### src/rtl/wolfram_ca_pkg.sv
// Shared types for the Wolfram cellular-automaton scheduler.
//   ca_state_t : scheduler FSM states
//   ca_rule_t  : 8-bit elementary-CA truth table, indexed by {left,self,right}
package wolfram_ca_pkg;

  typedef enum logic [1:0] {
    IDLE   = 2'd0,
    EVAL   = 2'd1,
    COMMIT = 2'd2,
    DONE   = 2'd3
  } ca_state_t;

  typedef logic [7:0] ca_rule_t;

endpackage

### src/rtl/wolfram_ca_sched_if.sv
// Control/data bundle between a requester and wolfram_ca_sched.
//   start, abort      : run request / cancel
//   rule, seed, gens  : run configuration, sampled when a run is accepted
//   busy, done, cells : run status, completion pulse, committed cell vector
// master = requester side, slave = scheduler side.
interface wolfram_ca_sched_if #(
  parameter int WIDTH = 16,
  parameter int GEN_W = 8
);
  import wolfram_ca_pkg::*;

  logic             start;
  logic             abort;
  ca_rule_t         rule;
  logic [WIDTH-1:0] seed;
  logic [GEN_W-1:0] gens;
  logic             busy;
  logic             done;
  logic [WIDTH-1:0] cells;

  modport master (
    output start, abort, rule, seed, gens,
    input  busy, done, cells
  );

  modport slave (
    input  start, abort, rule, seed, gens,
    output busy, done, cells
  );

endinterface

### src/rtl/wolfram_rule_lut.sv
// Single elementary-CA rule lookup (purely combinational).
//   rule    : 8-bit truth table
//   nbhd    : {left, self, right} neighbourhood, left is MSB
//   out_bit : rule[nbhd]
module wolfram_rule_lut
  import wolfram_ca_pkg::*;
(
  input  ca_rule_t   rule,
  input  logic [2:0] nbhd,
  output logic       out_bit
);

  assign out_bit = rule[nbhd];

endmodule

### src/rtl/wolfram_ca_sched.sv
// Sequential elementary cellular-automaton engine. One cell is evaluated per
// cycle through a single shared rule lookup into a shadow vector; the shadow
// is committed to the visible cell vector once per generation.
//   clk, rst_n : clock, asynchronous active-low reset
//   bus        : wolfram_ca_sched_if.slave (start/abort/rule/seed/gens in,
//                busy/done/cells out)
// Build option: define WOLFRAM_CA_WRAP_EN for a ring (cell WIDTH-1 and
// cell 0 are neighbours); otherwise cells beyond the edges read as 0.
module wolfram_ca_sched
  import wolfram_ca_pkg::*;
#(
  parameter int WIDTH = 16,
  parameter int GEN_W = 8
) (
  input  logic               clk,
  input  logic               rst_n,
  wolfram_ca_sched_if.slave  bus
);

  localparam int IDX_W = $clog2(WIDTH);
  localparam logic [IDX_W-1:0] IDX_LAST = IDX_W'(WIDTH - 1);

`ifdef WOLFRAM_CA_WRAP_EN
  localparam bit WRAP_EN = 1'b1;
`else
  localparam bit WRAP_EN = 1'b0;
`endif

  ca_state_t        state_q, state_d;
  ca_rule_t         rule_q, rule_d;
  logic [WIDTH-1:0] cells_q, cells_d;
  logic [WIDTH-1:0] next_q, next_d;
  logic [IDX_W-1:0] idx_q, idx_d;
  logic [GEN_W-1:0] gen_left_q, gen_left_d;
  logic             busy_q, busy_d;
  logic             done_q, done_d;

  logic left_nb, right_nb, lut_out;

  // Neighbours of cell idx: left is the higher index, right the lower one.
  always_comb begin
    left_nb  = 1'b0;
    right_nb = 1'b0;
    if (idx_q == IDX_LAST) left_nb = WRAP_EN ? cells_q[0] : 1'b0;
    else                   left_nb = cells_q[idx_q + 1'b1];
    if (idx_q == '0)       right_nb = WRAP_EN ? cells_q[WIDTH-1] : 1'b0;
    else                   right_nb = cells_q[idx_q - 1'b1];
  end

  wolfram_rule_lut u_lut (
    .rule    (rule_q),
    .nbhd    ({left_nb, cells_q[idx_q], right_nb}),
    .out_bit (lut_out)
  );

  always_comb begin
    state_d    = state_q;
    rule_d     = rule_q;
    cells_d    = cells_q;
    next_d     = next_q;
    idx_d      = idx_q;
    gen_left_d = gen_left_q;

    case (state_q)
      IDLE: begin
        // start together with abort is treated as no request.
        if (bus.start && !bus.abort) begin
          rule_d     = bus.rule;
          cells_d    = bus.seed;
          gen_left_d = bus.gens;
          idx_d      = '0;
          state_d    = (bus.gens == '0) ? DONE : EVAL;
        end
      end
      EVAL: begin
        next_d[idx_q] = lut_out;
        if (idx_q == IDX_LAST) begin
          idx_d   = '0;
          state_d = COMMIT;
        end else begin
          idx_d = idx_q + 1'b1;
        end
      end
      COMMIT: begin
        cells_d = next_q;
        idx_d   = '0;
        if (gen_left_q != '0) gen_left_d = gen_left_q - 1'b1;
        state_d = (gen_left_q <= GEN_W'(1)) ? DONE : EVAL;
      end
      DONE:    state_d = IDLE;
      default: state_d = IDLE;
    endcase

    // Abort wins over everything, including a same-cycle commit.
    if ((state_q != IDLE) && bus.abort) begin
      state_d    = IDLE;
      cells_d    = cells_q;
      gen_left_d = gen_left_q;
      idx_d      = '0;
    end

    busy_d = (state_d != IDLE);
    done_d = (state_d == DONE);
  end

  always_ff @(posedge clk or negedge rst_n) begin
    if (!rst_n) begin
      state_q    <= IDLE;
      rule_q     <= '0;
      cells_q    <= '0;
      next_q     <= '0;
      idx_q      <= '0;
      gen_left_q <= '0;
      busy_q     <= 1'b0;
      done_q     <= 1'b0;
    end else begin
      state_q    <= state_d;
      rule_q     <= rule_d;
      cells_q    <= cells_d;
      next_q     <= next_d;
      idx_q      <= idx_d;
      gen_left_q <= gen_left_d;
      busy_q     <= busy_d;
      done_q     <= done_d;
    end
  end

  assign bus.busy  = busy_q;
  assign bus.done  = done_q;
  assign bus.cells = cells_q;

endmodule

### src/flat_wrapper.sv
// flat-port wrapper written by rule: the top's interface ports become plain ports
module wolfram_ca_sched_flat import wolfram_ca_pkg::*;
#(
  parameter int WIDTH = 16,
  parameter int GEN_W = 8
)
  (clk, rst_n, bus_start, bus_abort, bus_rule, bus_seed, bus_gens, bus_busy, bus_done, bus_cells);
  wolfram_ca_sched_if #(.WIDTH(WIDTH), .GEN_W(GEN_W)) bus_i ();
  input  logic clk;
  input  logic rst_n;
  input wire logic [$bits(bus_i.start)-1:0] bus_start;
  input wire logic [$bits(bus_i.abort)-1:0] bus_abort;
  input wire logic [$bits(bus_i.rule)-1:0] bus_rule;
  input wire logic [$bits(bus_i.seed)-1:0] bus_seed;
  input wire logic [$bits(bus_i.gens)-1:0] bus_gens;
  output wire logic [$bits(bus_i.busy)-1:0] bus_busy;
  output wire logic [$bits(bus_i.done)-1:0] bus_done;
  output wire logic [$bits(bus_i.cells)-1:0] bus_cells;
  assign bus_i.start = bus_start;
  assign bus_i.abort = bus_abort;
  assign bus_i.rule = bus_rule;
  assign bus_i.seed = bus_seed;
  assign bus_i.gens = bus_gens;
  assign bus_busy = bus_i.busy;
  assign bus_done = bus_i.done;
  assign bus_cells = bus_i.cells;
  wolfram_ca_sched #(.WIDTH(WIDTH), .GEN_W(GEN_W)) u_core (.clk(clk), .rst_n(rst_n), .bus(bus_i));
endmodule
### config.mk
export PLATFORM = sky130hd
export DESIGN_NAME = wolfram_ca_sched_flat
export DESIGN_NICKNAME = d
export VERILOG_FILES = /design/src/rtl/wolfram_ca_pkg.sv /design/src/rtl/wolfram_ca_sched_if.sv /design/src/rtl/wolfram_rule_lut.sv /design/src/rtl/wolfram_ca_sched.sv /design/src/flat_wrapper.sv
export SDC_FILE = /design/constraint.sdc
export NUM_CORES = 1
export LEC_CHECK = 0
export ABC_AREA = 1
export CORE_ASPECT_RATIO = 1.2
export CORE_MARGIN = 10
export CORE_UTILIZATION = 30
export CTS_CLUSTER_DIAMETER = 30
export CTS_CLUSTER_SIZE = 10
export DETAILED_ROUTE_END_ITERATION = 7
export SKIP_CTS_REPAIR_TIMING = 1
export SKIP_LAST_GASP = 1
export SYNTH_ARGS = -nofsm -noshare
export SYNTH_HDL_FRONTEND = slang
export SYNTH_SLANG_ARGS = --single-unit
### constraint.sdc
create_clock -name clk -period 3.6 [get_ports clk]
set_clock_uncertainty 0.15 [all_clocks]
set_input_delay 0.9 -clock clk [delete_from_list [all_inputs] [get_ports clk]]
set_output_delay 0.9 -clock clk [all_outputs]
set_load 0.005 [all_outputs]
# After elaboration in Yosys (flattened, before gate mapping)

Index checks and enable logic that the tools add are counted.

Add/subtract/negate cells: 3
$lt $le $gt $ge: 6
Eq/ne operators: 8
Multiplexer cells: 28
Bitwise logic cells: 1
Reduce and logical (&&, ||, !) cells: 16

Operators by type and width:

| kind                                                                                | count |
|---|---|
| 16-bit case mux with 2 select lines                                                 | 1 |
| 16-bit bitwise mux                                                                  | 1 |
| 16-bit 2-to-1 mux                                                                   | 1 |
| 8-bit 2-to-1 mux                                                                    | 2 |
| 8-bit case mux with 2 select lines                                                  | 1 |
| 4-bit by 5-bit < comparator with 1-bit output, second input constant                | 3 |
| 1-bit binary-select mux with 4-bit select                                           | 3 |
| 4-bit 2-to-1 mux                                                                    | 3 |
| 4-bit case mux with 3 select lines                                                  | 1 |
| 2-bit 2-to-1 mux                                                                    | 5 |
| 8-bit by 1-bit less-or-equal comparator with 1-bit output, second input constant    | 1 |
| 8-bit logical NOT                                                                   | 1 |
| 2-bit case mux with 4 select lines                                                  | 1 |
| 8-bit nonzero test                                                                  | 1 |
| 8-bit by 1-bit subtractor with 8-bit output, second input constant                  | 1 |
| 1-bit 2-to-1 mux                                                                    | 7 |
| 2-bit equality test, second input constant                                          | 3 |
| 2-bit nonzero test                                                                  | 3 |
| 4-bit by 1-bit adder with 4-bit output, second input constant                       | 1 |
| 1-bit demux with 4-bit select                                                       | 1 |
| 4-bit equality test, second input constant                                          | 1 |
| 4-bit by 1-bit greater-or-equal comparator with 1-bit output, second input constant | 1 |
| 4-bit logical NOT                                                                   | 1 |
| 3-bit by 4-bit < comparator with 1-bit output, second input constant                | 1 |
| other kinds (13)                                                                    | 17 |

Flip-flop bits (word level): 56

# Logic depth before layout (Yosys ltp)

Gate-level depths: netlist (run 1).

Depth after elaboration: 7
Depth in mapped cells: 19
Gate-level depth less buffers: 15

# Hierarchy

A second synthesis (run 1) with hierarchy kept.

Cell total of the unflattened synthesis: 478
Area, all modules: 3,331.9 um^2

By module, submodules not included:

| module           | times used | cells an instance | area each (um^2) |
|---|---|---|---|
| wolfram_ca_sched | 1          | 450               | 3,221.8 |
| wolfram_rule_lut | 1          | 28                | 110.1 |

# Least setup slack after synthesis (run 1)

Ideal clock, no wire load.

Kind: reg-to-reg
Start: register u_core.idx_q[0]
End: register u_core.next_q[10]
Library setup time: 0.121 ns
Arrival time: 2.275 ns
Data required time: 3.329 ns
Path slack: 1.054 ns
Cell stages (with the launch flop): 20
Path buffers: 5
Cell sequence: dfrtp_1 buf_6 inv_6 buf_12 buf_12 ha_1 buf_2 inv_2 nand3_2 nand2_1 nand2_1 nand2_1 nand2_4 nand3_4 nand2_1 nand3_1 nand3_4 buf_12 nand3_2 nand2_1

Word-level cells in the longest chain between the ends: 7

RTL lines:

| what                                                                                                         | line                                           | source |
|---|---|---|
| start, declared                                                                                              | wolfram_ca_sched.sv:33                         | `logic [IDX_W-1:0] idx_q, idx_d;` |
| start signal, assigned                                                                                       | wolfram_ca_sched.sv:121                        | `idx_q <= idx_d;` |
| 4-bit by 1-bit subtractor with 4-bit output / 4-bit by 1-bit adder with 4-bit output (equally long branches) | wolfram_ca_sched.sv:47, wolfram_ca_sched.sv:45 |  |
| 1-bit binary-select mux with 4-bit select, on equally long branches                                          | wolfram_ca_sched.sv:47, wolfram_ca_sched.sv:45 |  |
| 1-bit 2-to-1 mux, on equally long branches                                                                   | wolfram_ca_sched.sv:47, wolfram_ca_sched.sv:45 |  |
| 1-bit 2-to-1 mux, on equally long branches                                                                   | wolfram_ca_sched.sv:46, wolfram_ca_sched.sv:44 |  |
| 1-bit binary-select mux with 3-bit select                                                                    | wolfram_rule_lut.sv:13                         | `assign out_bit = rule[nbhd];` |
| 1-bit 2-to-1 mux (implied by the code)                                                                       | wolfram_rule_lut.sv:13                         |  |
| 16-bit bitwise mux (*)                                                                                       | wolfram_ca_sched.sv:76                         | `next_d[idx_q] = lut_out;` |
| end signal, assigned                                                                                         | wolfram_ca_sched.sv:120                        | `next_q <= next_d;` |
| end, declared                                                                                                | wolfram_ca_sched.sv:32                         | `logic [WIDTH-1:0] next_q, next_d;` |

Mark *: on every way between the ends. The rest lies on a longest branch, timed or not. The select of a mux whose other input is x is not followed.
A chain may end at the register's enable or synchronous reset.

# Worst setup path after layout (run 1)

Start: register u_core.idx_q[0]
End: register u_core.next_q[2]

The elaborated chain is that of the path after synthesis.

==> PnR_summary.wiki, run 1 <==
{| class="wikitable"
! Metric !! Value
|-
| Min Clock Period, post-route || 2790 ps
|-
| Maximum buffer depth of the clock tree || 2
|-
| Core region area || 11500 µm²
|-
| RSZ-0062 raised after global routing || false
|-
| Total count of hold-check failures in the final report || 0
|-
| Number of core rows || 43
|-
| Pin count of the biggest net entering global routing || 34
|-
| Per-instance average area after synthesis || approximately 7.7 µm²
|-
| TritonCTS clock tree || built
|-
| Most common cell after layout, fill and taps aside || sky130_fd_sc_hd__nand2_1
|-
| DRT antenna net count || 0
|-
| Crit-path most repeated cell || sky130_fd_sc_hd__nand2_1
|-
| Number of port buffers || 53
|-
| Crit path buffers/inverters || 2
|-
| Startpoint of the most critical setup path || u_core.idx_q[0]
|-
| R2R setup slack || 810 ps
|-
| Worst R2R Start || u_core.idx_q[0]
|-
| Mapped cell area || 3520 µm²
|-
| Yosys warnings || 0
|-
| Area overhead of the layout relative to synthesis || 22.9%
|-
| Clock latency on the worst-skew pair || 300 ps
|-
| Area share of the largest cell type after synthesis || 39.8%
|-
| Endpoint of the worst setup timing path || u_core.next_q[2]
|-
| Die width || 119 µm
|-
| Clock edge transition at the registers on the reported setup and hold paths || 70 ps
|-
| Final Max Tran Viols || 0
|-
| Via Count || between 3000 and 4000
|-
| Status || finished clean
|-
| Leakage || 2.02 nW
|-
| Part of the Yosys area used for sequential elements || 39.8%
|-
| Number of DRC markers in iteration 0 || 178
|-
| Highest-count cells in the layout ignoring fill and taps || sky130_fd_sc_hd__nand2_1, sky130_fd_sc_hd__nor2_1, sky130_fd_sc_hd__dfrtp_1
|-
| Total Routing Usage GR || 11.8%
|-
| Num CTS Buffers || 5
|-
| Starting density of the core || 30.5%
|-
| Critical path's slowest cell || sky130_fd_sc_hd__dfrtp_1
|-
| End of the worst register-to-register path || u_core.next_q[2]
|-
| Die outline area || between 15000 and 20000 µm²
|-
| Total congestion overflow || 0
|-
| Number of flip-flops and latches in the synthesized netlist || between 50 and 60
|-
| Clock net sink count || between 50 and 60
|-
| Count of maximum capacitance violations || 0
|-
| Cell type with the largest total area after synthesis || sky130_fd_sc_hd__dfrtp_1
|-
| Layout cell share with drive strength beyond 1 || under 10%
|-
| CP required || between 3000 and 4000 ps
|-
| Arr. time, crit path || roughly 2800 ps
|-
| Die Y || 139 µm
|-
| Largest delay contributor family on the critical path || simple AND/OR/NAND/NOR gates
|-
| Total Nets Final || around 550
|-
| Library cells used by synthesis || 34
|-
| Worst hold-check path type || reg2reg
|-
| Number of remaining DRC errors || 0
|-
| Top area cells in the synthesized netlist || sky130_fd_sc_hd__dfrtp_1, sky130_fd_sc_hd__nand2_1, sky130_fd_sc_hd__nor2_1
|-
| Critical path depth in cells || 14
|-
| Achievable Freq || 0.358 GHz
|-
| Net count after synthesis || 498
|-
| Final routed wire length divided by cell count || 14.7 µm
|-
| Power per cell area || 888 nW/µm²
|-
| Crit path launch type || flop
|-
| Count of TritonRoute iterations in the first routing pass || 4
|-
| Final TNS setup || 0 ps
|-
| WL final || 9.70 mm
|-
| Type of the setup path with the least slack || reg2reg
|-
| Slew of the pin with the lowest slew margin || a little over 800 ps
|-
| Setup violation total in the final timing report || 0
|-
| Highest cell delay on the worst timing path || 490 ps
|-
| Top-Level Pins || 54
|-
| Max-Slew Margin vs Limit || 46.2%
|-
| Number of H-tree levels || 2
|-
| First-pass GRT wire length || roughly 16 mm
|-
| Final worst path period share || 77.6%
|-
| Initial antenna violation count || 0
|-
| Synthesized instance count || 455
|-
| IR Drop Worst-Case VDD || 0.433 mV
|-
| Logic depth of the worst register-to-register path || 14
|-
| Final weighted congestion in routability-driven placement || 0.857
|-
| Detail Placement HPWL || 7.38 mm
|-
| Cell chosen for the clock root || sky130_fd_sc_hd__clkbuf_16
|-
| Number of antenna diodes || 0
|-
| CP Capture Type || flop
|-
| Number of global-route vias before repair || around 3200
|-
| Critical path fanouts, max || 23
|-
| Average via count per standard cell || 4.85
|-
| Final Util || 37.5%
|-
| Critical path cell sequence || inv_6, ha_1, inv_2, nand3_2, nand2_1, nand2_1, nand2_1, nand2_4, nand3_4, nand2_1, nand3_1, nand3_4, nand3_1, nand2_1
|}
tightest hold or removal path: stages (launching register included):
cell and delay [ps]:
sky130_fd_sc_hd__dfrtp_1 350, sky130_fd_sc_hd__nand2_1 50, sky130_fd_sc_hd__nand2_1 50
final cells by class:
cell class | count | area [µm²]
clock buffers | 5 | 125
clock inverters | 2 | 60.1
fillers | 1220 | 7190
inverters | 43 | 180
multi-input cells | 338 | 1780
flip-flops and latches | 56 | 1400
well taps | 157 | 196
repair buffers | 60 | 578
registers in the layout, summed over array words and instances (netlist names):
signal / flops
u_core.bus.cells: 16
u_core.next_q: 16
u_core.gen_left_q: 8
u_core.rule_q: 8
u_core.bus.busy: 1
u_core.state_q: 2
u_core.bus.done: 1
u_core.idx_q: 4
worst min path at each step:
stage                      start                end  slack [ps]  cells past startpoint
2_1_floorplan  u_core.next_q[15]  u_core.next_q[15]         300                      2
3_3_place_gp   u_core.next_q[15]  u_core.next_q[15]         320                      2
3_5_place_dp   u_core.next_q[15]  u_core.next_q[15]         320                      2
4_1_cts        u_core.next_q[15]  u_core.next_q[15]         340                      2
5_1_grt        u_core.next_q[15]  u_core.next_q[15]         340                      2
6_report       u_core.next_q[15]  u_core.next_q[15]         340                      2
logic make-up after synthesis:
| group | count (synthesis) | synth area share (%) |
|---|---|---|
| buffers and inverters | 61 | 9.53 |
| xor gates and xnor gates | 5 | 1.25 |
| adders and majority gates | 7 | 2.49 |
| DFF | 56 | 39.8 |
| and+or+nand+nor | 257 | 35.0 |
| AOI/OAI and AO/OA | 69 | 11.8 |
per-stage QoR:
| stage | cell area (µm²) | std cells | total power [mW] | hold slack, ps | setup slack (ps) |
|---|---|---|---|---|---|
| floorplan | 3520 | 455 | 2.76 | 300 | 1050 |
| global placement | 4140 | 654 | 3.19 | 316 | 670 |
| detailed placement | 4140 | 654 | 3.24 | 322 | 619 |
| CTS | 4320 | 661 | 3.87 | 338 | 819 |
| global route | 4320 | 661 | 4.17 | 343 | 560 |
| finish | 4320 | 661 | 3.84 | 335 | 807 |
where the power goes:
group | leakage, nW | internal, mW | switching (mW)
Sequential | 0.699 | 0.873 | 0.229
Clock | 0.0899 | 0.395 | 0.221
Combinational | 1.23 | 0.793 | 1.33
Total | 2.02 | 2.06 | 1.78
per-layer routing:
layer	GRT usage [%]	wire length [µm]	vias to the layer above
met5	0	0	-
met3	1.71	192	13
li1	-	-	1598
met2	21.7	5060	41
met1	13.1	4230	1551
met4	4.89	221	0
Yosys cell counts (all sizes together):
cell,instances
nand2,108
nor2,77
nand3,60
dfrtp,56
inv,42
o21ai,28
o31ai,17
a21oi,12
buf,10
clkbuf,8
ha,7
nand4,7
o22ai,5
xor2,4
o211ai,3
a31oi,2
nor3,2
nor4,2
a22o,1
bufinv,1
nand3b,1
o221ai,1
xnor2,1
(Power assumes the default switching activity.)
==> inputs of run 2 (changes only) <==
==> constraint.sdc (replaced) <==
create_clock -name clk -period 2.3 [get_ports clk]
set_clock_uncertainty 0.15 [all_clocks]
set_input_delay 0.575 -clock clk [delete_from_list [all_inputs] [get_ports clk]]
set_output_delay 0.575 -clock clk [all_outputs]
set_load 0.005 [all_outputs]
==> run 2 against run 1 <==
Sequential power rose by 55%. Maximum frequency rose by 23%. Flip-flop and latch count did not move. Sequential share of layout area fell by 2.2 points. Combinational power rose by 110%. First-iteration DRC count rose by 22%. Utilization rose by 2.7 points. Clock power rose by 45%. Hold slack got worse by 240 ps. Die area did not move. Wire length rose by 6.4%. Cell count rose by 3.0%. Highest routed layer unchanged.
==> PnR_summary.wiki, run 2 (synthesis results as in run 1) <==
{| class="wikitable"
! Metric !! Value
|-
| Core region area || 11500 µm² (unchanged)
|-
| Placed inst area || 4290 µm² (+3.8%)
|-
| Arr. time, crit path || 2320 ps (-510 ps)
|-
| Most common cell after layout, fill and taps aside || sky130_fd_sc_hd__nand2_1
|-
| Number of port buffers || 53 (unchanged)
|-
| Clock edge transition at the registers on the reported setup and hold paths || 80 ps (about the same)
|-
| Via Count || 3334 (+4.1%)
|-
| Slew of the pin with the lowest slew margin || 328 ps (-478 ps)
|-
| Total Routing Usage GR || 12.0% (+0.20 points)
|-
| Number of cells after detailed placement || 666 (+1.8%)
|-
| Setup violation total in the final timing report || 0 (unchanged)
|-
| Final TNS setup || 0 ps (unchanged)
|-
| Non-filler instance count after layout || 681 (+3.0%)
|-
| Count of maximum capacitance violations || 0 (unchanged)
|-
| Final setup slack of the worst path || 20.7 ps (-786 ps)
|-
| Min Clock Period, post-route || 2280 ps (-514 ps)
|-
| Post-Place Setup Slack || -94.7 ps (-714 ps)
|-
| DRT antenna net count || 0 (unchanged)
|-
| Die Y || 139 µm (unchanged)
|-
| IR Drop Worst-Case VDD || 0.587 mV (+36%)
|-
| Number of global-route vias before repair || 3336 (+3.8%)
|-
| Die outline area || 16500 µm² (unchanged)
|-
| Power per cell area || 1510 nW/µm² (+70%)
|-
| Cell chosen for the clock root || sky130_fd_sc_hd__clkbuf_16
|-
| Final worst path period share || 99.1% (+22 points)
|-
| Pin count of the biggest net entering global routing || 57 (+68%)
|-
| Area overhead of the layout relative to synthesis || 31.8%
|-
| Final Util || 40.3% (+2.7 points)
|-
| Max-Slew Margin vs Limit || 78.1% (+32 points)
|-
| Type of the setup path with the least slack || reg2reg
|-
| CP required || 2340 ps (-1290 ps)
|-
| Final routed wire length divided by cell count || 15.2 µm (+3.2%)
|-
| Count of TritonRoute iterations in the first routing pass || 4 (unchanged)
|-
| RSZ-0062 raised after global routing || true
|-
| Starting density of the core || 30.5% (unchanged)
|-
| Critical path fanouts, max || 8 (-65%)
|-
| Number of fill cells in the layout || 1221 (+0.082%)
|-
| Highest-count cells in the layout ignoring fill and taps || sky130_fd_sc_hd__nand2_1, sky130_fd_sc_hd__nor2_1, sky130_fd_sc_hd__dfrtp_1
|-
| Status || finished clean
|-
| Crit path launch type || flop
|-
| Maximum buffer depth of the clock tree || 2 (unchanged)
|-
| Number of antenna diodes || 0 (unchanged)
|-
| WL final || 10.3 mm (+6.4%)
|-
| Summed area of non-filler cells in the final layout || 4640 µm² (+7.3%)
|-
| Leakage || 2.16 nW (+6.9%)
|-
| Final-layout worst hold slack || 97.4 ps (-238 ps)
|-
| Detail Placement HPWL || 7.53 mm (+2.1%)
|-
| Number of H-tree levels || 2 (unchanged)
|-
| Total count of hold-check failures in the final report || 0 (unchanged)
|-
| Final Max Tran Viols || 0 (unchanged)
|-
| Worst hold-check path type || in2async
|-
| Total Power || 7.01 mW (+83%)
|-
| Layout cell share with drive strength beyond 1 || 17.0% (+7.3 points)
|-
| Number of remaining DRC errors || 0 (unchanged)
|-
| Die width || 119 µm (unchanged)
|-
| Average via count per standard cell || 4.90 (+1.0%)
|-
| Final weighted congestion in routability-driven placement || 0.856 (about the same)
|-
| TritonCTS clock tree || built
|-
| CP Capture Type || flop
|-
| Total congestion overflow || 0 (unchanged)
|-
| Top-Level Pins || 54 (unchanged)
|-
| Achievable Freq || 0.439 GHz (+23%)
|-
| Clock net sink count || 56 (unchanged)
|-
| Number of core rows || 43 (unchanged)
|-
| Clock latency on the worst-skew pair || 300 ps (about the same)
|-
| Num CTS Buffers || 5 (unchanged)
|-
| First-pass GRT wire length || 16.5 mm (+2.7%)
|-
| Total Nets Final || 566 (+3.5%)
|-
| Initial antenna violation count || 0 (unchanged)
|-
| Number of DRC markers in iteration 0 || 217 (+22%)
|}
-- run 2: changes by cell type in the layout (fill, tap and decap cells not counted), moves of 2 or more --
| cell | before | now |
|---|---|---|
| sky130_fd_sc_hd__buf_4 | 7 | 19 |
| sky130_fd_sc_hd__nand2_1 | 103 | 93 |
| sky130_fd_sc_hd__nand2_2 | 3 | 13 |
| sky130_fd_sc_hd__nand3_1 | 40 | 33 |
| sky130_fd_sc_hd__nand3_2 | 17 | 22 |
| sky130_fd_sc_hd__buf_6 | 0 | 3 |
| sky130_fd_sc_hd__buf_12 | 0 | 2 |
| sky130_fd_sc_hd__nand3_4 | 3 | 5 |
-- run 2: per-layer routing --
layer / global-route usage, % / vias up / part of all wire [%]
met3: 1.67 / 10 / 2.9
met2: 22.1 / 57 / 54
met5: 0 / - / 0
met4: 3.35 / 0 / 1.5
met1: 14.0 / 1622 / 42
li1: - / 1645 / -
-- run 2: power breakdown --
group	switching [mW]	total, mW	internal (mW)
Combinational	2.52	4.41	1.89
Sequential	0.343	1.71	1.37
Clock	0.378	0.896	0.519
Total	3.24	7.01	3.77
-- run 2: final cells by class --
type	instances	area (µm²)	share of cell area, %
Multi-Input combinational cell	339	1910	41.2
Clock inverter	3	46.3	0.999
Timing Repair Buffer	78	767	16.5
Clock buffer	5	125	2.70
Sequential cell	56	1400	30.2
Tap cell	157	196	4.24
Inverter	43	188	4.05
-- run 2: path summary, 6_finish.rpt --
check                                        from  depth (start not counted)  slack [ps]                  end
worst max-delay path              u_core.idx_q[1]                         11          20     u_core.next_q[2]
min in group clk                u_core.next_q[15]                          2         340    u_core.next_q[15]
worst min register to register  u_core.next_q[15]                          2         340    u_core.next_q[15]
max in group asynchronous                   rst_n                          2        1620     u_core.rule_q[2]
worst min-delay path                        rst_n                          2         100  u_core.bus.cells[5]
worst max register to register    u_core.idx_q[1]                         11          20     u_core.next_q[2]
-- run 2: critical path, cell delays in order (launching register included) --
cell                        delay [ps]
sky130_fd_sc_hd__dfrtp_1           350
sky130_fd_sc_hd__bufinv_8          190
sky130_fd_sc_hd__ha_4              330
sky130_fd_sc_hd__buf_4             160
sky130_fd_sc_hd__nand3_1            70
sky130_fd_sc_hd__nand3_1           100
sky130_fd_sc_hd__nand2_2            70
sky130_fd_sc_hd__o211ai_4          250
sky130_fd_sc_hd__nand3_4           160
sky130_fd_sc_hd__clkbuf_16         200
sky130_fd_sc_hd__nand3_1            80
sky130_fd_sc_hd__nand2_1            50
